**src/rtl/clk_2_crc_engine_pkg.sv**
```systemverilog
// Shared constants, state encoding and the single-bit LFSR step for the clk_2 CRC engine.
package crc_pkg;

    localparam int MSG_W = 60;

    localparam logic [4:0] POLY5 = 5'h05;
    localparam logic [7:0] POLY8 = 8'h07;

    localparam logic MODE_GEN = 1'b0;
    localparam logic MODE_CHK = 1'b1;
    localparam logic SEL_CRC5 = 1'b0;
    localparam logic SEL_CRC8 = 1'b1;

    typedef enum logic [1:0] {
        IDLE  = 2'd0,
        SHIFT = 2'd1,
        DONE  = 2'd2
    } state_t;

    // One MSB-first shift; a CRC-5 result lives in [4:0] with the upper bits held at zero.
    function automatic logic [7:0] crc_step(input logic [7:0] lfsr, input logic bit_in,
                                            input logic sel);
        logic       fb;
        logic [4:0] r5;
        logic [7:0] r8;
        r8 = 8'h00;
        if (sel == SEL_CRC8) begin
            fb = bit_in ^ lfsr[7];
            r8 = {lfsr[6:0], 1'b0} ^ (fb ? POLY8 : 8'h00);
        end else begin
            fb = bit_in ^ lfsr[4];
            r5 = {lfsr[3:0], 1'b0} ^ (fb ? POLY5 : 5'h00);
            r8 = {3'b000, r5};
        end
        return r8;
    endfunction

endpackage

```
**src/rtl/clk_2_crc_engine_toggle_pulse_sync.sv**
```systemverilog
// Receives a toggle-level flag from another clock domain and emits one pulse per level change.
module toggle_pulse_sync #(
    parameter int SYNC_STAGES = 2
) (
    input  logic clk,
    input  logic rst_n,
    input  logic toggle_i,
    output logic pulse_o
);

    logic [SYNC_STAGES-1:0] sync_q;
    logic                   edge_q;

    always_ff @(posedge clk) begin
        if (!rst_n) begin
            sync_q[0] <= 1'b0;
        end else begin
            sync_q[0] <= toggle_i;
        end
    end

    for (genvar gi = 1; gi < SYNC_STAGES; gi++) begin : g_sync
        always_ff @(posedge clk) begin
            if (!rst_n) begin
                sync_q[gi] <= 1'b0;
            end else begin
                sync_q[gi] <= sync_q[gi-1];
            end
        end
    end

    always_ff @(posedge clk) begin
        if (!rst_n) begin
            edge_q <= 1'b0;
        end else begin
            edge_q <= sync_q[SYNC_STAGES-1];
        end
    end

    assign pulse_o = sync_q[SYNC_STAGES-1] ^ edge_q;

endmodule

```
**src/rtl/clk_2_crc_engine.sv**
```systemverilog
// Bit-serial CRC-5/CRC-8 generate/check engine fed by a toggle-flag handshake from clk1,
// with a one-deep pending buffer for messages that arrive while a job is running.
module clk_2_crc_engine #(
    parameter int MSG_W       = 60,
    parameter int SYNC_STAGES = 2,
    parameter int OUT_W       = 8
) (
    input  logic             clk_2,
    input  logic             rst_n,
    input  logic [MSG_W-1:0] clk1_message,
    input  logic             clk1_CRC,
    input  logic             clk1_mode,
    input  logic             clk1_flag,
    output logic             out_valid,
    output logic [OUT_W-1:0] out_data,
    output logic             busy,
    output logic             drop
);
    import crc_pkg::*;

    localparam int CNT_W = $clog2(MSG_W);

    state_t             state_q;
    logic [MSG_W-1:0]   msg_q;
    logic               mode_q;
    logic               sel_q;
    logic [7:0]         lfsr_q;
    logic [CNT_W-1:0]   cnt_q;
    logic [MSG_W-1:0]   pend_msg_q;
    logic               pend_mode_q;
    logic               pend_sel_q;
    logic               pend_v_q;

    logic               evt;
    logic               load_en;
    logic               wr_pend;
    logic [7:0]         lfsr_d;
    logic [7:0]         result_d;

    toggle_pulse_sync #(
        .SYNC_STAGES(SYNC_STAGES)
    ) u_sync (
        .clk     (clk_2),
        .rst_n   (rst_n),
        .toggle_i(clk1_flag),
        .pulse_o (evt)
    );

    // Pending always wins a load, so an event that coincides with it is parked instead.
    always_comb begin
        load_en  = ((state_q == IDLE) || (state_q == DONE)) && (evt || pend_v_q);
        wr_pend  = evt && ((state_q == SHIFT) || ((state_q == DONE) && pend_v_q));
        lfsr_d   = crc_step(lfsr_q, msg_q[MSG_W-1], sel_q);
        result_d = (mode_q == MODE_CHK) ? {7'd0, (lfsr_q == 8'd0)} : lfsr_q;
    end

    always_ff @(posedge clk_2) begin
        if (!rst_n) begin
            state_q     <= IDLE;
            msg_q       <= '0;
            mode_q      <= MODE_GEN;
            sel_q       <= SEL_CRC5;
            lfsr_q      <= '0;
            cnt_q       <= '0;
            pend_msg_q  <= '0;
            pend_mode_q <= 1'b0;
            pend_sel_q  <= 1'b0;
            pend_v_q    <= 1'b0;
            out_valid   <= 1'b0;
            out_data    <= '0;
            drop        <= 1'b0;
        end else begin
            out_valid <= 1'b0;
            drop      <= evt && pend_v_q;

            case (state_q)
                IDLE: begin
                    if (load_en) state_q <= SHIFT;
                end
                SHIFT: begin
                    lfsr_q <= lfsr_d;
                    msg_q  <= msg_q << 1;
                    cnt_q  <= cnt_q + 1'b1;
                    if (cnt_q == CNT_W'(MSG_W - 1)) state_q <= DONE;
                end
                DONE: begin
                    out_valid <= 1'b1;
                    out_data  <= OUT_W'(result_d);
                    state_q   <= load_en ? SHIFT : IDLE;
                end
                default: state_q <= IDLE;
            endcase

            if (load_en) begin
                msg_q  <= pend_v_q ? pend_msg_q  : clk1_message;
                mode_q <= pend_v_q ? pend_mode_q : clk1_mode;
                sel_q  <= pend_v_q ? pend_sel_q  : clk1_CRC;
                lfsr_q <= '0;
                cnt_q  <= '0;
            end

            if (wr_pend) begin
                pend_msg_q  <= clk1_message;
                pend_mode_q <= clk1_mode;
                pend_sel_q  <= clk1_CRC;
                pend_v_q    <= 1'b1;
            end else if (load_en && pend_v_q) begin
                pend_v_q <= 1'b0;
            end
        end
    end

    assign busy = (state_q != IDLE);

endmodule

```
**config.mk**
```make
export PLATFORM = sky130hd
export DESIGN_NAME = clk_2_crc_engine
export DESIGN_NICKNAME = d
export VERILOG_FILES = /design/src/rtl/clk_2_crc_engine_pkg.sv /design/src/rtl/clk_2_crc_engine_toggle_pulse_sync.sv /design/src/rtl/clk_2_crc_engine.sv
export SDC_FILE = /design/constraint.sdc
export NUM_CORES = 1
export LEC_CHECK = 0
export CELL_PAD_IN_SITES_DETAIL_PLACEMENT = 0
export CELL_PAD_IN_SITES_GLOBAL_PLACEMENT = 1
export CORE_AREA = 2 2 122 124
export CTS_CLUSTER_DIAMETER = 30
export DETAILED_ROUTE_END_ITERATION = 12
export DIE_AREA = 0 0 124 126
export DONT_BUFFER_PORTS = 1
export MAX_ROUTING_LAYER = met4
export PLACE_DENSITY = 0.85
export SETUP_SLACK_MARGIN = 0.2
export SLEW_MARGIN = 10
export SYNTH_ARGS = -nofsm -noshare
export SYNTH_HDL_FRONTEND = slang
export SYNTH_HIERARCHICAL = 1
export SYNTH_SLANG_ARGS = --single-unit
export TNS_END_PERCENT = 100
```
**constraint.sdc**
```tcl
create_clock -name clk_2 -period 2.4 [get_ports clk_2]
set_clock_uncertainty 0.15 [all_clocks]
set_input_delay 0 -clock clk_2 [delete_from_list [all_inputs] [get_ports clk_2]]
set_output_delay 0 -clock clk_2 [all_outputs]
set_load 0.03 [all_outputs]
```
* Word-level counts from Yosys, hierarchy flattened *
Index checks and enable logic that the tools add are counted.

operators by class
  multipliers = 0
  bitwise operators = 6
  shift operators = 0
  magnitude comparators = 0
  div/mod/pow operators = 0
  equal/unequal tests = 5
  reduce and logical (&&, ||, !) cells = 15
  multiplexer cells = 16
  $add $sub $neg = 1

operators with widths
  kind                                                              number
  60-bit two-way mux                                                3
  8-bit two-way mux                                                 2
  8-bit zero test                                                   1
  8-bit by 3-bit bitwise XOR with 8-bit output                      1
  6-bit by 1-bit adder with 6-bit output (second input constant)    1
  6-bit == test (second input constant)                             1
  1-bit two-way mux                                                 6
  3-bit two-way mux                                                 2
  2-bit one-hot mux with 3 select lines                             1
  2-bit nonzero test                                                3
  1-bit logical AND                                                 5
  5-bit by 3-bit bitwise XOR with 5-bit output                      1
  2-bit two-way mux                                                 2
  1-bit logical OR                                                  3
  1-bit bitwise XOR                                                 3
  2-bit by 1-bit == test with 1-bit output (second input constant)  1
  2-bit == test (second input constant)                             1
  2-bit zero test                                                   1
  2-bit by 1-bit != test with 1-bit output (second input constant)  1
  2-bit != test (second input constant)                             1
  2-bit AND reduction                                               1
  2-bit OR reduction                                                1
  1-bit NOT                                                         1

storage, ports and cells
  register bits = 154
  latch bits = 0
  memory bits (writable) = 0
  ROM bits = 0
  memories kept = 0
  output and inout port bits = 11
  word-level logic and storage cells = 59
  bits of input ports = 65

* Longest topological paths before layout *
Gate-level depths: netlist (run 1).

  word-level depth = 6
  gate-level depth with buffers = 8
  depth with buffers taken out = 5

* Hierarchy *
The synthesis (run 1) kept the hierarchy.

modules (own cells, without submodules)
  module             sequential area each (um^2)  cells an instance  instances  area an instance (um^2)
  clk_2_crc_engine   3,022.9                      753                1          6,698.9
  toggle_pulse_sync  60.1                         7                  1          88.8

* Least setup slack after synthesis (run 1) *
Ideal clock, no wire load.

  path type = register -> register
  start point = reg u_sync.sync_q[1]
  end point = reg msg_q[25]
  setup slack = 509 ps
  clock period less this slack = 1,891 ps
  setup time = 120 ps
  cell stages (with the launch flop) = 9
  arrival time = 1,620 ps
  data required time = 2,130 ps
  path buffers = 3
  cells stage by stage = dfxtp_1 > xor2_1 > o21bai_4 > and2_1 > buf_2 > buf_4 > buf_6 > a221oi_2 > nor2b_1

on the way
  cells in the longest elaborated chain, start to end = 4
  elaborated cells between the ends (all ways) = 5
  those cells by class = mux: 1; bitwise: 1; reduce/logical: 3

ends and longest elaborated chain
  element                                                   line                                      text
  start, declared                                           clk_2_crc_engine_toggle_pulse_sync.sv:11  logic [SYNC_STAGES-1:0] sync_q;
  start signal, assigned by index                           clk_2_crc_engine_toggle_pulse_sync.sv:27  sync_q[gi] <= sync_q[gi-1];
  1-bit bitwise XOR *                                       clk_2_crc_engine_toggle_pulse_sync.sv:40  assign pulse_o = sync_q[SYNC_STAGES-1] ^ edge_q;
  net evt                                                   clk_2_crc_engine.sv:34                    logic evt;
  1-bit logical OR *                                        clk_2_crc_engine.sv:51                    load_en = ((state_q == IDLE) || (state_q == DONE)) && (evt || pend_v_q);
  1-bit logical AND *                                       clk_2_crc_engine.sv:51
  60-bit two-way mux or 2-bit nonzero test (tied branches)  n/a
  end signal, assigned                                      clk_2_crc_engine.sv:82                    msg_q <= msg_q << 1;
  end signal, assigned                                      clk_2_crc_engine.sv:95                    msg_q <= pend_v_q ? pend_msg_q : clk1_message;
  end, declared                                             clk_2_crc_engine.sv:24                    logic [MSG_W-1:0] msg_q;

The timed path passes the listed nets; every way through them passes the cells marked *.
A chain may end at the register's enable or synchronous reset.

* Worst setup path in the final report (run 1) *
  start point = reg u_sync.edge_q
  end point = reg state_q[0]

on the way
  cells in the longest elaborated chain, start to end = 5
  elaborated cells between the ends (all ways) = 7
  those cells by class = eq/ne: 1; mux: 2; bitwise: 1; reduce/logical: 3

ends and longest elaborated chain
  element                                                                       line                                      text
  start, declared                                                               clk_2_crc_engine_toggle_pulse_sync.sv:12  logic edge_q;
  start signal, assigned                                                        clk_2_crc_engine_toggle_pulse_sync.sv:36  edge_q <= sync_q[SYNC_STAGES-1];
  1-bit bitwise XOR *                                                           clk_2_crc_engine_toggle_pulse_sync.sv:40
  net evt                                                                       clk_2_crc_engine.sv:34
  1-bit logical OR *                                                            clk_2_crc_engine.sv:51
  1-bit logical AND *                                                           clk_2_crc_engine.sv:51
  1-bit two-way mux or 2-bit != test (tied branches)                            n/a
  2-bit one-hot mux with 3 select lines or 2-bit AND reduction (tied branches)  n/a
  end signal, assigned                                                          clk_2_crc_engine.sv:89                    state_q <= load_en ? SHIFT : IDLE;
  end, declared                                                                 clk_2_crc_engine.sv:23                    state_t state_q;

Marked as above.

==> results list, run 1 <==
- Total congestion overflow: 0
- Area of the placeable core: 14300 um^2
* Diode count: 0
* Leakage Power: approximately 3.0 nW
- Synth Area in Compound Gates: approximately 17%
* First-pass DRT Iterations: 5
- Counting flops with a built-in enable in the synthesized netlist gives 0.
- Number of synthesized register bits: approximately 150
- The number of max-slew violations in the final report is 0.
* Worst hold path class: primary input to flip-flop
* Type of the setup path with the least slack: flip-flop to flip-flop
- In the synthesized netlist, the number of instances is 760.
- Async S/R FF share, synth: 0%
- Sorting the synthesized cells by how often they occur yields 154 x dfxtp_1, 92 x nand2_1, 68 x nand3_1, 65 x nor2_1.
- The clock passes through at most 2 buffers.
- DP Area: 6800 um^2
- Peak ir drop on the vdd network: 0.513 mV
- Switching Power: 0.00141 W
- Synthesized area divided by synthesized cell count: between 8 and 9 um^2
* Count of final hold-check violations: 0
- Yosys instantiated no cell more often than dfxtp_1.
* Number of stages on the worst hold path: 2
- Fraction of the mapped netlist area in adder cells: less than 1%
* Reg2reg end: state_q[0]
* HPWL Detailed: approximately 8600 um
- Highest Clock Rate: 485 MHz
* Largest fanout on the critical path: 44
- The synthesized design spends more area on one cell type than any other, namely dfxtp_1.
- The smallest clock period supported by the final layout is computed as 2060 ps.
- In this run the core area contains 44 standard-cell rows.
* Maximum number of pins on one net before global-route repair: approximately 140
- Measured in cells, the most critical reg-to-reg path has a length of 6.
- The tree built by TritonCTS fans out to between 150 and 200 sinks.
- Min-Delay Endpoint: out_valid
- Share of synthesized area spent on multiplexers: under 10%
- Transition at the pin with the smallest max-transition slack: approximately 650 ps
- During synthesis, Yosys emitted a total of 6 warnings.
- Share of synthesized area occupied by flip-flops and latches: between 40% and 50%
- The mapped netlist covers between 6000 and 7000 um^2.
* Relative max-transition margin: 56.4%
- By area the synthesized netlist is led by dfxtp_1 45%, mux2i_1 9.1%, nor2b_1 5.5%.
* Setup violations, final: 0
- In this run the number of H-tree levels came out at 4.
- Placer's final routability congestion estimate: 0.790
- The via count of the first global-routing pass is between 5000 and 6000.
* Arrival time at the worst endpoint: about 2200 ps
- Die boundary height: 126 um
- Net Sw Frac: 23.6%
- Type of origin of the critical path: flip-flop
- The initial utilization of the core area, before any placement, comes to a little under half.
- Dividing the final minimum period by the clock period gives between 80 and 90%.
- Post CTS Setup Buffer Count: 0
- Power per standard cell area: roughly 680 nW/um^2
- Full die area: 15600 um^2
* Share of the synthesized area in the top cell type: 45.4%
- Cells along the critical path: xor2_1, o21bai_4, clkbuf_8, o21ai_0, and2_1, dlygate4sd3_1
- Summing the areas of all xor and xnor instances in the mapped netlist gives 1.16% of the synthesized area.
* Net count of the mapped netlist: between 800 and 900
- Synthesis-to-layout area growth: 29.1%
- Clock-pin slew was measured on the worst setup and hold paths at around 60 ps.
- Post-route standard cell area excluding fillers: a little under 9000 um^2
- The tree is rooted in a clkbuf_16.
* Crit path max-delay family: buffers and inverters
* Via-to-Cell Ratio: 5.49
- TritonCTS clock tree: yes
- Critical path buffers and inverters: 2
* Clock latency at the later pin of the worst-skew pair: approximately 420 ps
- Per-cell routed wire length: between 15 and 20 um
- Number of antenna violations at the first check in global routing: 0
- Register share of total power: a little under half
- On the worst path, the slowest cell contributes a delay of between 500 and 600 ps.
- The number of clock buffers added by TritonCTS is 17.
- In this run, the number of DRC markers left after iteration 0 of detailed routing was 324.
- The worst register-to-register path has a setup slack of around 340 ps.
- The largest individual stage delay along the critical path comes from the cell dlygate4sd3_1.
- The first global-routing pass estimated 27700 um of wire.
* Total routing resource utilization after global routing: approximately 23%
* Power Internal: around 0.0046 W
- In the final timing run, aggregate negative setup slack is 0 ps.
- The number of different library cells used by synthesis comes to just over 40.
- Count of input and output buffers: 0
- The worst setup path is captured at a flip-flop.
* RSZ-0062 raised after global routing: true
* Final #Nets: 924
* Largest family of logic cells by synthesized area: simple AND/OR/NAND/NOR gates
- The run finished with clean final reports.
- DRC Markers: 0
- Total power consumption of the routed design: between 0.005 and 0.006 W
- In this run the count of I/O pins placed on the die edge is 76.
- Layout cell share with drive strength beyond 1: 8.27%
- Measured along the x axis, the die boundary spans about 120 um.
* Via total after detailed routing: just under 6000
* Number of routed nets with antenna violations: 0
- Of the total synthesized cell area, the portion taken by AND, OR, NAND and NOR gates is ~22%.
* Total Routed Length: 16200 um
* Number of max-cap violations: 0
- Most used DFF post-synth: dfxtp_1
* Worst flop-to-flop path startpoint: u_sync/edge_q
- Combinational cells account for a little under an eighth of the total power.
- For the worst setup path, the data required time is between 2000 and 3000 ps.
- In this run, the clock network consumes roughly 43% of the power.
- The worst hold path begins at rst_n.
## routing by layer
metal | track usage, % | vias to the layer above | share of wire, %
met5 | - | - | 0
met4 | 8.86 | 0 | 2.2
met3 | 5.34 | 33 | 3.7
met2 | 36.6 | 122 | 49
met1 | 27.4 | 2768 | 45
li1 | - | 2871 | -
## power by group through the flow
stage	sequential [W]	combinational, W	clock, W
6_report	0.00271	0.000680	0.00259
5_1_grt	0.00272	0.000749	0.00275
4_1_cts	0.00271	0.000668	0.00264
3_5_place_dp	0.00276	0.000455	0
3_3_place_gp	0.00276	0.000434	0
2_1_floorplan	0.00275	0.000429	0
## how the worst max path moves through the flow
stage                     start          to  slack, ps  cells after the start
6_report          u_sync/edge_q  state_q[0]        340                      6
5_1_grt              state_q[0]  state_q[0]        170                      5
4_1_cts           u_sync/edge_q  state_q[0]        240                      6
3_5_place_dp      u_sync/edge_q   msg_q[53]        280                      7
3_3_place_gp      u_sync/edge_q   msg_q[42]        410                      7
2_1_floorplan  u_sync/sync_q[1]   msg_q[25]        510                      8
## cells by family (layout without fill, tap and decap cells)
logic type / count (synthesis) / in the layout
AND/OR/NAND/NOR: 316 / 316
flip-flops: 154 / 154
AO/OA/AOI/OAI: 148 / 148
buffers and inverters: 69 / 180
multiplexers: 63 / 63
XOR/XNOR: 9 / 9
adder cells (fa/ha/maj): 1 / 1
## area by class of cell
class                   instances  area [um^2]
flip-flops and latches        154         3090
clock inverters                 7         62.6
well taps                     184          230
repair buffers                146         1470
clock buffers                  25          515
inverters                       2         7.51
fillers                      1180         5550
multi-input cells             537         3380
## cells in the final DEF, fill, tap and decap left out, types with 3 or more instances in the layout
cell type	n
and2_1	7
o21ai_1	5
nor3_1	3
dfxtp_1	153
nor2b_1	59
nand3b_1	7
clkbuf_16	17
nand3_1	68
a21boi_0	7
nand2_1	92
xnor2_1	6
mux2i_1	62
buf_4	8
clkinv_2	5
o21ai_0	62
xor2_1	3
clkbuf_8	7
a221oi_1	38
nand2b_1	3
a221oi_2	20
nor2_1	65
dlygate4sd3_1	134
a21oi_1	7
## sequential cells by signal, indices dropped and copies added (netlist names)
| signal | cells |
|---|---|
| msg_q | 60 |
| pend_msg_q | 60 |
| lfsr_q | 8 |
| out_data | 8 |
| cnt_q | 6 |
| state_q | 2 |
| u_sync/sync_q | 2 |
| drop | 1 |
| mode_q | 1 |
| out_valid | 1 |
| pend_mode_q | 1 |
| pend_sel_q | 1 |
| pend_v_q | 1 |
| sel_q | 1 |
| u_sync/edge_q | 1 |
## timing repair
item / 4_1_cts / 5_1_grt
endpoints found under the hold margin: 154 / 0
resized for setup: 0 / 4
endpoints found under the setup margin: 0 / 23
hold buffers: 135 / 0
## through the flow
stage          cells  util (%)  hold WS, ps  worst slack (ps)
2_1_floorplan    760         -        -28.3               509
3_3_place_gp     888      47.5        -15.5               405
3_5_place_dp     888      47.5        -10.2               285
4_1_cts         1055      61.1         69.8               243
5_1_grt         1055      61.2          102               166
6_report        1055      61.2          106               340
Note: power is estimated with default switching activity, not from simulation.
==> run 2, diff against run 1 <==
RECOVER_POWER = 100   (was default)
==> results list, run 2 (same netlist as run 1, synthesis figures left out) <==
* Result of the run: completed
- The normalized max-slew margin came to 48.4% (-8.1 points).
- The clock transition time at the flip-flop clock pins of the worst setup and hold paths is 60 ps (about the same).
* RSZ-0062 raised after global routing: true
- Portion of the clock cycle consumed by the worst path in the final layout: 91.4% (+5.6 points)
* Setup TNS: 0 ps (unchanged)
* Full die area: 15600 um^2 (unchanged)
- Buffers from clock root to sink, at most: 2 (unchanged)
- The first-pass GRT wire length was 27700 um (unchanged).
* Worst flop-to-flop path startpoint: u_sync/sync_q[1]
- The wire length the detailed router placed on met1 is 7260 um (-0.14%).
- Total Routed Length: 16300 um (+0.22%)
* Sinks on the clock net: 154 (unchanged)
- Synthesis-to-layout area growth: 27.1%
* Placer's final routability congestion estimate: 0.790 (unchanged)
* Diode count: 0 (unchanged)
- Worst setup path startpoint: u_sync/sync_q[1]
- Switching Power: 0.00139 W (-1.3%)
- Number of antenna violations at the first check in global routing: 0 (unchanged)
- DRC violation total after the first TritonRoute iteration: 335 (+3.4%)
* DRC Markers: 0 (unchanged)
- The data required time at the worst endpoint was 2500 ps (-60 ps).
- The number of buffers added on ports is 0 (unchanged).
- The count of max-cap constraint violations came to 0 (unchanged).
* Std cell rows: 44 (unchanged)
- The worst hold slack came to 96.5 ps (-9.44 ps).
- Fraction of power consumed by the clock network: 43.6% (+0.3 points)
- Leakage Power: 2.93 nW (-2.6%)
- Highest Clock Rate: 456 MHz (-6.1%)
* Worst hold path class: primary input to flip-flop
- In the layout the commonest cells are 153 x dfxtp_1, 134 x dlygate4sd3_1, 92 x nand2_1.
- The worst IR drop on VDD was 0.515 mV (+0.29%).
* Number of filler cells placed in the layout: 1207 (+2.3%)
- The maximum number of pins on one net before global-route repair was 135 (unchanged).
* Die boundary height: 126 um (unchanged)
* Post CTS Setup Buffer Count: 0 (unchanged)
- The starting utilization of the core area is 47.4% (unchanged).
- Transition at the pin with the smallest max-transition slack: 774 ps (+121 ps)
- STA classifies the critical path endpoint as a flip-flop.
- Total routing resource utilization after global routing: 22.7% (unchanged)
- The data arrival at the endpoint of the critical path was 2300 ps (+80 ps).
- The maximum fanout encountered on the critical timing path was 78 (+77%).
- The overall via count from detail_route was 5788 (-0.10%).
- The final number of setup-violating endpoints is 0 (unchanged).
* Power Internal: 0.00455 W (-0.34%)
* Type of the setup path with the least slack: flip-flop to flip-flop
- Non-filler cells in the finished layout: 1055 (unchanged)
- Total power consumption of the routed design: 0.00595 W (-0.56%)
- Layout cell share with drive strength beyond 1: 5.74% (-2.5 points)
* CTS Buf Count: 17 (unchanged)
- Placed Cells incl. Taps: 888 (unchanged)
- The detailed route wirelength on metal3 is 633 um (+6.6%).
- Met2 wire len: 8020 um (about the same)
* Power per standard cell area: 689 nW/um^2 (+0.98%)
- Register share of total power: 45.5% (+0.2 points)
- Per-cell routed wire length: 15.4 um (+0.22%)
* Top Registers: msg_q (60), pend_msg_q (60)
* Count of final hold-check violations: 0 (unchanged)
* Clock latency at the later pin of the worst-skew pair: 430 ps (about the same)
* Via-to-Cell Ratio: 5.49 (-0.10%)
* Area of the placeable core: 14300 um^2 (unchanged)
* First-pass DRT Iterations: 5 (unchanged)
* Type of origin of the critical path: flip-flop
- Most frequent standard cell in the layout excluding fill and tap cells: dfxtp_1
- Final #Nets: 924 (unchanged)
* Depth of the CTS H-tree: 4 (unchanged)
* Horizontal extent of the die: 124 um (unchanged)
- TritonCTS clock tree: yes
- The count of nets left with antenna violations after detail routing is 0 (unchanged).
- Clock tree synthesis selected as its root buffer the cell clkbuf_16.
- I/O pin count: 76 (unchanged)
- The post-layout minimum cycle time was 2190 ps (+134 ps).
* Via count of the first global-routing pass: 5846 (unchanged)
- Slew Limit Fails: 0 (unchanged)
- The post-DP HPWL is 8620 um (unchanged).
- The logic gate share of total power came to 10.9% (-0.5 points).
* Net Sw Frac: 23.4% (-0.17 points)
- Hold_sp: rst_n
- The highest metal layer carrying signal wires in the routed design is met4.
* Total congestion overflow: 0 (unchanged)
-- run 2: changes by cell type in the layout (fill, tap and decap cells not counted), sizes merged --
cell,previous run,this run
buf,11,7
clkbuf,26,30
-- run 2: final timing paths --
check / cells past startpoint / endpoint / slack [ps]
min reg2reg: 2 / pend_msg_q[57] / 310
min: 2 / out_valid / 100
max reg2reg: 6 / pend_msg_q[34] / 210
max: 6 / pend_msg_q[34] / 210
-- run 2: final cells by class --
| class | count | area, um^2 | share of cell area (%) |
|---|---|---|---|
| repair buffers | 146 | 1460 | 16.9 |
| multi-input cells | 537 | 3260 | 37.8 |
| flip-flops and latches | 154 | 3090 | 35.8 |
| clock buffers | 25 | 515 | 5.98 |
| well taps | 184 | 230 | 2.67 |
| inverters | 2 | 7.51 | 0.0870 |
| clock inverters | 7 | 62.6 | 0.725 |
-- run 2: stage by stage --
stage	util, %	setup WS [ps]	instance area [um^2]
2_1_floorplan	-	509	6790
3_3_place_gp	47.5	405	6800
3_5_place_dp	47.5	285	6800
4_1_cts	61.1	243	8750
5_1_grt	60.3	99.9	8630
6_report	60.3	206	8630
-- run 2: power by group through the flow --
| stage | combinational [W] | clock, W | sequential (W) |
|---|---|---|---|
| 6_report | 0.000649 | 0.00260 | 0.00270 |
| 5_1_grt | 0.000718 | 0.00275 | 0.00271 |
| 4_1_cts | 0.000668 | 0.00264 | 0.00271 |
| 3_5_place_dp | 0.000455 | 0 | 0.00276 |
| 3_3_place_gp | 0.000434 | 0 | 0.00276 |
| 2_1_floorplan | 0.000429 | 0 | 0.00275 |
-- run 2: timing repair --
item	CTS	global route
resized for setup	0	4
hold buffers	135	0
hold endpoints to repair	154	0
setup endpoints to repair	0	23
-- run 2: per-layer routing --
metal,up-vias,track usage [%]
met4,0,8.86
met1,2767,27.4
li1,2859,-
met5,-,-
met2,129,36.6
met3,33,5.34
-- run 2: critical path, stage by stage (launching register included) --
cell and delay [ps]:
dfxtp_1 330, xor2_1 310, clkbuf_1 260, o21ai_4 80
clkbuf_4 470, nand3_1 240, o21ai_0 150
==> run 3, diff against run 2 <==
RECOVER_POWER = 50   (was 100)
SKIP_CTS_REPAIR_TIMING = 1   (was default)
==> results list, run 3 (same netlist as run 1, synthesis figures left out) <==
* Result of the run: complete, but fails checks
- The final reports fail on hold timing.
* Minimum clock period after layout: 2070 ps (-121 ps)
- Top Registers: msg_q (60), pend_msg_q (60)
- Total power consumption of the routed design: 0.00589 W (-0.90%)
* Type of origin of the critical path: flip-flop
- The global-route usage over all layers is 18.7% (-4.0 points).
* Logic depth of the worst register-to-register path: 4 (-2)
- Number of antenna violations at the first check in global routing: 0 (unchanged)
- Worst slack at placement: 285 ps (unchanged)
- Cell count along the critical path: 4 (-2)
- The maximum fanout encountered on the critical timing path was 10 (-87%).
- The peak per-stage delay on the critical path was 560 ps (+90 ps).
- The worst setup path is captured at a flip-flop.
* Count of input and output buffers: 0 (unchanged)
* Most frequent standard cell in the layout excluding fill and tap cells: dfxtp_1
- Cells along the critical path: nor2b_1, nand3b_1, a21boi_0, dlygate4sd3_1
- Setup TNS: 0 ps (unchanged)
* Via count of the first global-routing pass: 4765 (-18%)
- The starting utilization of the core area came to 47.4% (unchanged).
- The worst IR drop on VDD came to 0.528 mV (+2.5%).
- The final RePlAce weighted congestion was 0.790 (unchanged).
- Sequential cell area: 3090 um^2 (unchanged)
- Clock Root Buffer: clkbuf_16
- HPWL Detailed: 8620 um (unchanged)
- Full die area: 15600 um^2 (unchanged)
- The number of buffers created by CTS was 17 (unchanged).
- Post-route worst hold slack: -430 ps (-526 ps)
- Worst flop-to-flop path startpoint: state_q[1]
- The share of the core filled with cells was 59.9% (-0.31 points).
- The net count reported at finish is 918 (-0.65%).
- Broken down by cell family, the worst path's largest delay share belongs to simple AND/OR/NAND/NOR gates.
- Final worst slack: 327 ps (+121 ps)
* Area taken by multi-input logic gates: 3290 um^2 (+0.96%)
- The clock sink count came to 154 (unchanged).
- In this run the most critical hold path is launched from clk1_message[45].
* Commonest non-fill, non-tap cells in the layout: 153 x dfxtp_1, 129 x dlygate4sd3_1, 92 x nand2_1
- Total Routed Length: 15300 um (-5.8%)
- The overall via count from detail_route was 5644 (-2.5%).
* Highest-delay cell along the critical path: dlygate4sd3_1
* Clock-pin slew reported for the worst setup and hold paths after clock tree synthesis: 60 ps (about the same)
- First-pass DRT Iterations: 7 (+2)
* Req. time, crit path: 2620 ps (+120 ps)
- Synthesis-to-layout area growth: 26.4%
- Setup violations, final: 0 (unchanged)
* Maximum number of pins on one net before global-route repair: 205 (+52%)
- The highest attainable clock frequency came to 482 MHz (+5.8%).
- Tracing the worst setup path back leads to its startpoint at state_q[1].
- Total congestion overflow: 0 (unchanged)
* Via-to-Cell Ratio: 5.38 (-1.9%)
- Power per standard cell area: 687 nW/um^2 (-0.38%)
- Slew Limit Fails: 0 (unchanged)
- Diode count: 0 (unchanged)
- The data arrival at the endpoint of the critical path was 2290 ps (about the same).
- DRC violation total after the first TritonRoute iteration: 402 (+20%)
* Clock latency at the later pin of the worst-skew pair: 420 ps (about the same)
- First-pass GRT wire length: 22800 um (-18%)
- Number of stages on the worst hold path: 2 (unchanged)
* Critical path buffers and inverters: 1 (-1)
- The count of nets left with antenna violations after detail routing came to 0 (unchanged).
- Die boundary height: 126 um (unchanged)
* DRC Markers: 0 (unchanged)
* Layout cell share with drive strength beyond 1: 6.36% (+0.62 points)
* Horizontal extent of the die: 124 um (unchanged)
- The count of max-cap constraint violations was 0 (unchanged).
- Leakage Power: 2.92 nW (-0.32%)
- Area of the placeable core: 14300 um^2 (unchanged)
- The critical path is of the flip-flop to flip-flop type.
* TritonCTS clock tree: yes
* Relative max-transition margin: 48.5% (+0.12 points)
* RSZ-0062 raised after global routing: false
- The slew at the pin closest to its max-slew limit was 772 ps (-1.73 ps).
- Buffers from clock root to sink, at most: 2 (unchanged)
- Std cell rows: 44 (unchanged)
- The period utilization was 86.4% (-5.0 points).
- I/O pin count: 76 (unchanged)
* Count of final hold-check violations: 135 (+135)
- The path class of the tightest hold or removal check is primary input to flip-flop.
- The per-cell routed wire length was 14.6 um (-5.2%).
- The number of H-tree branching levels came to 4 (unchanged).
* Number of filler cells placed in the layout: 1203 (-0.33%)
run 3: power by group:
part	internal, W	switching, W
sequential	0.00265	0.0000593
combinational	0.000318	0.000289
clock	0.00158	0.00100
run 3: path summary, 6_finish.rpt:
check                                       to  slack, ps
worst max-delay path               out_data[6]        330
worst min-delay path            pend_msg_q[45]       -430
worst min register to register  pend_msg_q[57]        310
worst max register to register     out_data[6]        330
run 3: metal layers:
layer / part of all wire [%] / wire (um) / GRT usage [%]
met1: 44 / 6810 / 22.8
met2: 50 / 7640 / 29.0
met3: 4.2 / 644 / 6.52
met4: 1.5 / 236 / 5.82
met5: 0 / 0 / -
run 3: cell type report:
type                            count  share of cell area [%]
Multi-Input combinational cell    537                    38.4
Tap cell                          184                    2.68
Inverter                            2                  0.0875
Sequential cell                   154                    36.0
Timing Repair Buffer              140                    16.1
Clock inverter                      7                   0.729
Clock buffer                       25                    6.01
run 3: worst reg2reg max path: cells and delay by family (launching register included):
| kind | cells | cell delay [ps] |
|---|---|---|
| buf+inv | 1 | 560 |
| flops | 1 | 400 |
| simple gates | 2 | 700 |
| compound gates | 1 | 200 |
run 3: through the flow:
stage,cell area [um^2],cells
floorplan,6790,760
global route,8580,1049
CTS,7380,920
detailed placement,6800,888
global placement,6800,888
finish,8580,1049
